File: config.mk
export PLATFORM = sky130hd
export DESIGN_NAME = button_event_gen
export DESIGN_NICKNAME = d
export VERILOG_FILES = /design/src/rtl/button_event_gen.sv
export SDC_FILE = /design/constraint.sdc
export NUM_CORES = 1
export LEC_CHECK = 0
export BUFFER_PORTS_ARGS = -buffer_cell sky130_fd_sc_hd__buf_2
export CAP_MARGIN = 20
export CORE_MARGIN = 8
export CORE_UTILIZATION = 55
export DETAILED_ROUTE_END_ITERATION = 10
export PLACE_DENSITY = 0.71
export SLEW_MARGIN = 20
export SYNTH_ARGS = -nofsm -noshare
export SYNTH_HDL_FRONTEND = slang
export SYNTH_SLANG_ARGS = --single-unit
File: constraint.sdc
create_clock -name clk_i -period 4 [get_ports clk_i]
set_input_delay 0.2 -clock clk_i [delete_from_list [all_inputs] [get_ports clk_i]]
set_output_delay 0.2 -clock clk_i [all_outputs]
set_load 0.03 [all_outputs]
File: src/rtl/button_event_gen.sv
// Player-button front end: 2-flop synchroniser, per-button debounce, press events into a command FIFO.
// Optional left/right auto-repeat is built when BUTTON_AUTO_REPEAT_EN is defined.
module button_event_gen #(
  parameter int unsigned debounce_cycles_p = 8000,
  parameter int unsigned repeat_delay_p    = 2400000,
  parameter int unsigned repeat_period_p   = 800000,
  parameter int unsigned fifo_depth_p      = 4
) (
  input  logic       clk_i,
  input  logic       reset_n_i,
  input  logic [3:0] btn_i,
  output logic       cmd_v_o,
  output logic [1:0] cmd_o,
  input  logic       cmd_ready_i,
  output logic [3:0] held_o,
  output logic       overflow_o
);

  localparam int unsigned DbW   = $clog2(debounce_cycles_p + 1);
  localparam int unsigned AddrW = $clog2(fifo_depth_p);
  localparam int unsigned CntW  = AddrW + 1;
  localparam logic [DbW-1:0]   DbLast   = DbW'(debounce_cycles_p - 1);
  localparam logic [DbW-1:0]   DbOne    = DbW'(1);
  localparam logic [AddrW-1:0] PtrOne   = AddrW'(1);
  localparam logic [CntW-1:0]  CntOne   = CntW'(1);
  localparam logic [CntW-1:0]  FifoFull = CntW'(fifo_depth_p);

  logic [3:0]       sync1_q, sync2_q;
  logic [3:0]       db_q, db_d;
  logic [DbW-1:0]   db_cnt_q [4];
  logic [DbW-1:0]   db_cnt_d [4];
  logic [3:0]       held_q, held_prev_q;
  logic [3:0]       pending_q, pending_d;
  logic             overflow_q, overflow_d;
  logic [1:0]       mem_q [fifo_depth_p];
  logic [AddrW-1:0] wr_ptr_q, wr_ptr_d, rd_ptr_q, rd_ptr_d;
  logic [CntW-1:0]  count_q, count_d;
  logic             cmd_v_q, cmd_v_d;
  logic [1:0]       cmd_q, cmd_d;
  logic [3:0]       event_s, grant_s;
  logic [1:0]       push_cmd_s;
  logic             push_s, pop_s, accept_s, lost_s;

  // Debounce: a level change is accepted only after debounce_cycles_p consecutive differing samples
  always_comb begin
    for (int k = 0; k < 4; k++) begin
      db_d[k]     = db_q[k];
      db_cnt_d[k] = '0;
      if (sync2_q[k] != db_q[k]) begin
        if (db_cnt_q[k] == DbLast) begin
          db_d[k]     = ~db_q[k];
          db_cnt_d[k] = '0;
        end else begin
          db_cnt_d[k] = db_cnt_q[k] + DbOne;
        end
      end else begin
        db_cnt_d[k] = '0;
      end
    end
  end

  // Synchroniser, debounce state and the registered held levels used for edge detection
  always_ff @(posedge clk_i) begin
    if (!reset_n_i) begin
      sync1_q     <= 4'b0000;
      sync2_q     <= 4'b0000;
      db_q        <= 4'b0000;
      held_q      <= 4'b0000;
      held_prev_q <= 4'b0000;
      for (int k = 0; k < 4; k++) begin
        db_cnt_q[k] <= '0;
      end
    end else begin
      sync1_q     <= btn_i;
      sync2_q     <= sync1_q;
      db_q        <= db_d;
      held_q      <= db_q;
      held_prev_q <= held_q;
      for (int k = 0; k < 4; k++) begin
        db_cnt_q[k] <= db_cnt_d[k];
      end
    end
  end

`ifdef BUTTON_AUTO_REPEAT_EN
  localparam int unsigned RptMax = (repeat_delay_p > repeat_period_p) ? repeat_delay_p : repeat_period_p;
  localparam int unsigned RptW   = $clog2(RptMax + 1);
  localparam logic [RptW-1:0] RptDelay  = RptW'(repeat_delay_p);
  localparam logic [RptW-1:0] RptPeriod = RptW'(repeat_period_p);
  localparam logic [RptW-1:0] RptOne    = RptW'(1);

  logic [RptW-1:0] rpt_cnt_q [2];
  logic [RptW-1:0] rpt_cnt_d [2];
  logic [1:0]      rpt_phase_q, rpt_phase_d, rpt_fire_s;

  // Repeat timers for left/right: first fire after the delay, then once per period while held
  always_comb begin
    for (int k = 0; k < 2; k++) begin
      rpt_cnt_d[k]   = '0;
      rpt_phase_d[k] = 1'b0;
      rpt_fire_s[k]  = 1'b0;
      if (held_q[k]) begin
        if (rpt_cnt_q[k] == (rpt_phase_q[k] ? RptPeriod : RptDelay)) begin
          rpt_fire_s[k]  = 1'b1;
          rpt_cnt_d[k]   = RptOne;
          rpt_phase_d[k] = 1'b1;
        end else begin
          rpt_cnt_d[k]   = rpt_cnt_q[k] + RptOne;
          rpt_phase_d[k] = rpt_phase_q[k];
        end
      end else begin
        rpt_cnt_d[k]   = '0;
        rpt_phase_d[k] = 1'b0;
      end
    end
  end

  // Repeat timer state
  always_ff @(posedge clk_i) begin
    if (!reset_n_i) begin
      rpt_phase_q <= 2'b00;
      for (int k = 0; k < 2; k++) begin
        rpt_cnt_q[k] <= '0;
      end
    end else begin
      rpt_phase_q <= rpt_phase_d;
      for (int k = 0; k < 2; k++) begin
        rpt_cnt_q[k] <= rpt_cnt_d[k];
      end
    end
  end

  assign event_s = (held_q & ~held_prev_q) | {2'b00, rpt_fire_s};
`else
  assign event_s = held_q & ~held_prev_q;
`endif

  assign pop_s    = cmd_v_q & cmd_ready_i;
  assign accept_s = (count_q != FifoFull) | pop_s;
  assign push_s   = |grant_s;

  // Fixed-priority arbiter: start > rotate > left > right, one push per cycle
  always_comb begin
    grant_s    = 4'b0000;
    push_cmd_s = 2'd0;
    if (accept_s) begin
      if (pending_q[3]) begin
        grant_s    = 4'b1000;
        push_cmd_s = 2'd3;
      end else if (pending_q[2]) begin
        grant_s    = 4'b0100;
        push_cmd_s = 2'd2;
      end else if (pending_q[0]) begin
        grant_s    = 4'b0001;
        push_cmd_s = 2'd0;
      end else if (pending_q[1]) begin
        grant_s    = 4'b0010;
        push_cmd_s = 2'd1;
      end else begin
        grant_s    = 4'b0000;
        push_cmd_s = 2'd0;
      end
    end else begin
      grant_s    = 4'b0000;
      push_cmd_s = 2'd0;
    end
  end

  // A granted bit frees its slot, so an event on the same edge re-arms it instead of being lost
  always_comb begin
    pending_d  = (pending_q & ~grant_s) | event_s;
    lost_s     = |(event_s & pending_q & ~grant_s);
    overflow_d = overflow_q | lost_s;
  end

  // FIFO pointers and the registered head, computed from post-edge state
  always_comb begin
    wr_ptr_d = push_s ? (wr_ptr_q + PtrOne) : wr_ptr_q;
    rd_ptr_d = pop_s  ? (rd_ptr_q + PtrOne) : rd_ptr_q;
    case ({push_s, pop_s})
      2'b10:   count_d = count_q + CntOne;
      2'b01:   count_d = count_q - CntOne;
      default: count_d = count_q;
    endcase
    cmd_v_d = (count_d != '0);
    if (count_d == '0) begin
      cmd_d = cmd_q;
    end else if (push_s && (wr_ptr_q == rd_ptr_d)) begin
      cmd_d = push_cmd_s;
    end else begin
      cmd_d = mem_q[rd_ptr_d];
    end
  end

  // Pending/overflow and FIFO state
  always_ff @(posedge clk_i) begin
    if (!reset_n_i) begin
      pending_q  <= 4'b0000;
      overflow_q <= 1'b0;
      wr_ptr_q   <= '0;
      rd_ptr_q   <= '0;
      count_q    <= '0;
      cmd_v_q    <= 1'b0;
      cmd_q      <= 2'd0;
      for (int i = 0; i < int'(fifo_depth_p); i++) begin
        mem_q[i] <= 2'd0;
      end
    end else begin
      pending_q  <= pending_d;
      overflow_q <= overflow_d;
      wr_ptr_q   <= wr_ptr_d;
      rd_ptr_q   <= rd_ptr_d;
      count_q    <= count_d;
      cmd_v_q    <= cmd_v_d;
      cmd_q      <= cmd_d;
      if (push_s) begin
        mem_q[wr_ptr_q] <= push_cmd_s;
      end
    end
  end

  assign cmd_v_o    = cmd_v_q;
  assign cmd_o      = cmd_q;
  assign held_o     = held_q;
  assign overflow_o = overflow_q;

endmodule
==> metrics.cfg <==
[run_status]
status = finished, final reports clean

[floorplanning]
fp.dieW_um = 100
pin_count = 15
die_h_um = 100
core_um2 = 6830
num_rows = 30
dieArea_um2 = 10100
start_util = 0.573

[grt]
grt_antenna_before_repair = 0
grt_util_met3 = 0.0408
globalRouteTotalUtil = 0.141
grt_use_met1 = 0.158
grt_pass1_wl_um = 11400
met2_usage = 0.238
gr-total-overflow = 0
grt_pass1_vias = 2641
grt_busiest_layer = met2
grt_max_degree = 29

[sta]
setup_viol = 0
tightest_slew_ns = 0.650
setup_slack_ns = 1.32
fin_worst_skew_ns = 0.00642
max_freq_mhz = 373
drv_slew = 0
fin_crit_ns = 2.68
rsz0062_at_grt = no
finalHoldViolCount = 0
tns_ns = 0
hold-worst-slack_ns = 0.0543
slew_headroom = 0.562
fin_crit_sh = 0.670

[routing]
via_count = 2705
antenna_left = 0
drc = 0
first_iter_violations = 98
drtPass1Iterations = 4
wirelength_um = 6330
via_per_inst = 5.10
wire_per_inst_um = 11.9

[logic_synthesis]
syn-cell-area_um2 = 3920
synth_edf_count = 8
ys_seq_elements = 95
synth_nets = 428
ys_types = 49
syn_inst = 415
yosysWarningCount = 0
async_reset_ff_frac = 0
ys_seq_area_frac = 0.506
ys.flop_type = dfxtp_1
syn_avg_cell_area_um2 = 9.43

[power]
clockPowerShare = 0.370
p_int_w = 0.00126
power.density_nw_per_um2 = 373
power.switching_w = 0.000318
seqPwrFrac = 0.614
power_w = 0.00158
peakVddDrop_v = 0.000315
power_leakage_nw = 1.52
p_sw_frac = 0.202
combPwrFrac = 0.016

[placed_design]
pre_cts_ws_ns = 1.34
dpl.hpwl_um = 4470
gp_congestion = 0.800
port_buffers = 14

[clocking]
cts_buffers = 9
cts_tree = built
clock-sinks = 95
cts_buffer_depth = 2
ctsHoldBuffers = 0
cts_root_buffer = clkbuf_8
clk_latency_ns = 0.34
postCtsResizedCells = 0
post_cts_buffers = 0
clk_pin_slew_ns = 0.08
cts_htree_levels = 3

[min_path]
holdCritStartpoint = btn_i[3]
min_to = sync1_q[3]
hold_depth = 2
hold_path_class = input port to flip-flop

[cells_and_area]
antenna_cells = 0
area_growth_pct = 7.89
layout-drive-gt1-share = 0.0876
final_net_count = 444

[flow_run]
maxCapViolCount = 0

[critical_path]
worst-path-buf-inv = 2
crit_family = compound AO/OA/AOI/OAI gates
r2r-end = cmd_o[0]
path_max_fanout = 7
criticalPathCategory = flip-flop to flip-flop
rr_worst_depth = 11
required_ns = 4.24
slowest_delay_ns = 0.41
crit_chain = a211oi_2 -> a21oi_2 -> inv_2 -> ha_1 -> fa_1 -> xnor2_1 -> o21a_1 -> o31ai_1 -> inv_1 -> nand4_1 -> nand3_1
start_kind = flip-flop
crit_slowest_cell = dfxtp_1
end_kind = flip-flop
path_depth = 11
critical_path_arrival_ns = 2.92
r2r-start = cmd_v_o
reg2reg_slack_ns = 1.32

==> layout by cell type (no fill, tap or decap), types with 12 or more instances in the layout <==
cell and n:
buf_2 14, nor2_1 78, nand3_1 30, xor2_1 29, and2_1 17, xnor2_1 25
dfxtp_1 87, inv_1 12, nor3_1 14, nand2_1 24
==> power groups by stage <==
stage          Clock [W]  Combinational (W)  Sequential [W]
2_1_floorplan          0          0.0000183        0.000990
3_3_place_gp           0          0.0000246        0.000991
3_5_place_dp           0          0.0000252        0.000991
4_1_cts         0.000608          0.0000253        0.000968
5_1_grt         0.000648          0.0000279        0.000969
6_report        0.000583          0.0000246        0.000968
==> synthesized netlist by cell type (2+ instances only) <==
master / n / area share
xor2_1: 29 / 0.065
xnor2_1: 25 / 0.056
a21oi_1: 7 / 0.0089
nand2b_1: 5 / 0.0080
o21ai_0: 8 / 0.010
clkbuf_1: 6 / 0.0058
nand2_1: 24 / 0.023
a211o_1: 2 / 0.0045
mux4_2: 2 / 0.012
clkbuf_8: 2 / 0.0070
dfxtp_1: 87 / 0.44
nor2_1: 78 / 0.075
or3_1: 3 / 0.0048
nand4_1: 9 / 0.014
nor4_1: 3 / 0.0048
mux2i_1: 5 / 0.013
ha_1: 5 / 0.016
nand3_1: 30 / 0.038
o31ai_1: 2 / 0.0038
edfxtp_1: 8 / 0.061
nor3b_1: 2 / 0.0038
and2_1: 17 / 0.027
and3_1: 6 / 0.0096
nor3_1: 14 / 0.018
inv_1: 12 / 0.012
==> through the flow <==
stage | instances | utilization | cell area (um^2)
detailed placement | 516 | 0.592 | 4050
CTS | 530 | 0.618 | 4220
global route | 530 | 0.618 | 4220
global placement | 516 | 0.592 | 4050
finish | 530 | 0.618 | 4220
floorplan | 415 | - | 3920
==> sequential cells by signal (all words and copies together) (netlist names) <==
register / flops
db_cnt_q: 52
mem_q: 8
db_q: 4
held_o: 4
held_prev_q: 4
pending_q: 4
sync1_q: 4
sync2_q: 4
count_q: 3
cmd_o: 2
rd_ptr_q: 2
wr_ptr_q: 2
cmd_v_o: 1
overflow_o: 1
==> worst reg2reg max path: cells and delay by family, from the launching register on <==
family / cells / cell delay, ns
AOI/OAI and AO/OA: 4 / 0.96
xor gates and xnor gates: 1 / 0.15
adders and majority gates: 2 / 0.63
buffers and inverters: 2 / 0.25
DFF: 1 / 0.41
and+or+nand+nor: 2 / 0.17
==> metal layers <==
metal / wire (um) / part of all wire / vias to the layer above
met5: 0 / 0 / -
met1: 2980 / 0.47 / 1242
met3: 183 / 0.029 / 14
met4: 159 / 0.025 / 0
li1: - / - / 1423
met2: 3010 / 0.48 / 26
==> final cells by class <==
class | count | area (um^2)
inverters | 14 | 52.6
well taps | 96 | 120
flip-flops and latches | 95 | 1980
clock inverters | 3 | 46.3
fillers | 632 | 2610
clock buffers | 11 | 131
repair buffers | 15 | 77.6
multi-input cells | 296 | 1810
==> worst max path at each step <==
| stage | to | slack, ns | from |
|---|---|---|---|
| 2_1_floorplan | cmd_o[0] | 1.33 | cmd_v_o |
| 3_3_place_gp | cmd_o[0] | 1.42 | cmd_v_o |
| 3_5_place_dp | cmd_o[0] | 1.34 | cmd_v_o |
| 4_1_cts | cmd_o[0] | 1.32 | cmd_v_o |
| 5_1_grt | cmd_o[0] | 1.08 | cmd_v_o |
| 6_report | cmd_o[0] | 1.32 | cmd_v_o |
==> cell families after synthesis <==
kind of cell / after synthesis / synth area share
mux: 7 / 0.0243
flops: 95 / 0.506
simple gates: 200 / 0.247
buf+inv: 24 / 0.0304
compound gates: 29 / 0.0502
xor+xnor: 54 / 0.121
fa+ha+maj: 6 / 0.0211
Power figures use the tool's default switching activity.
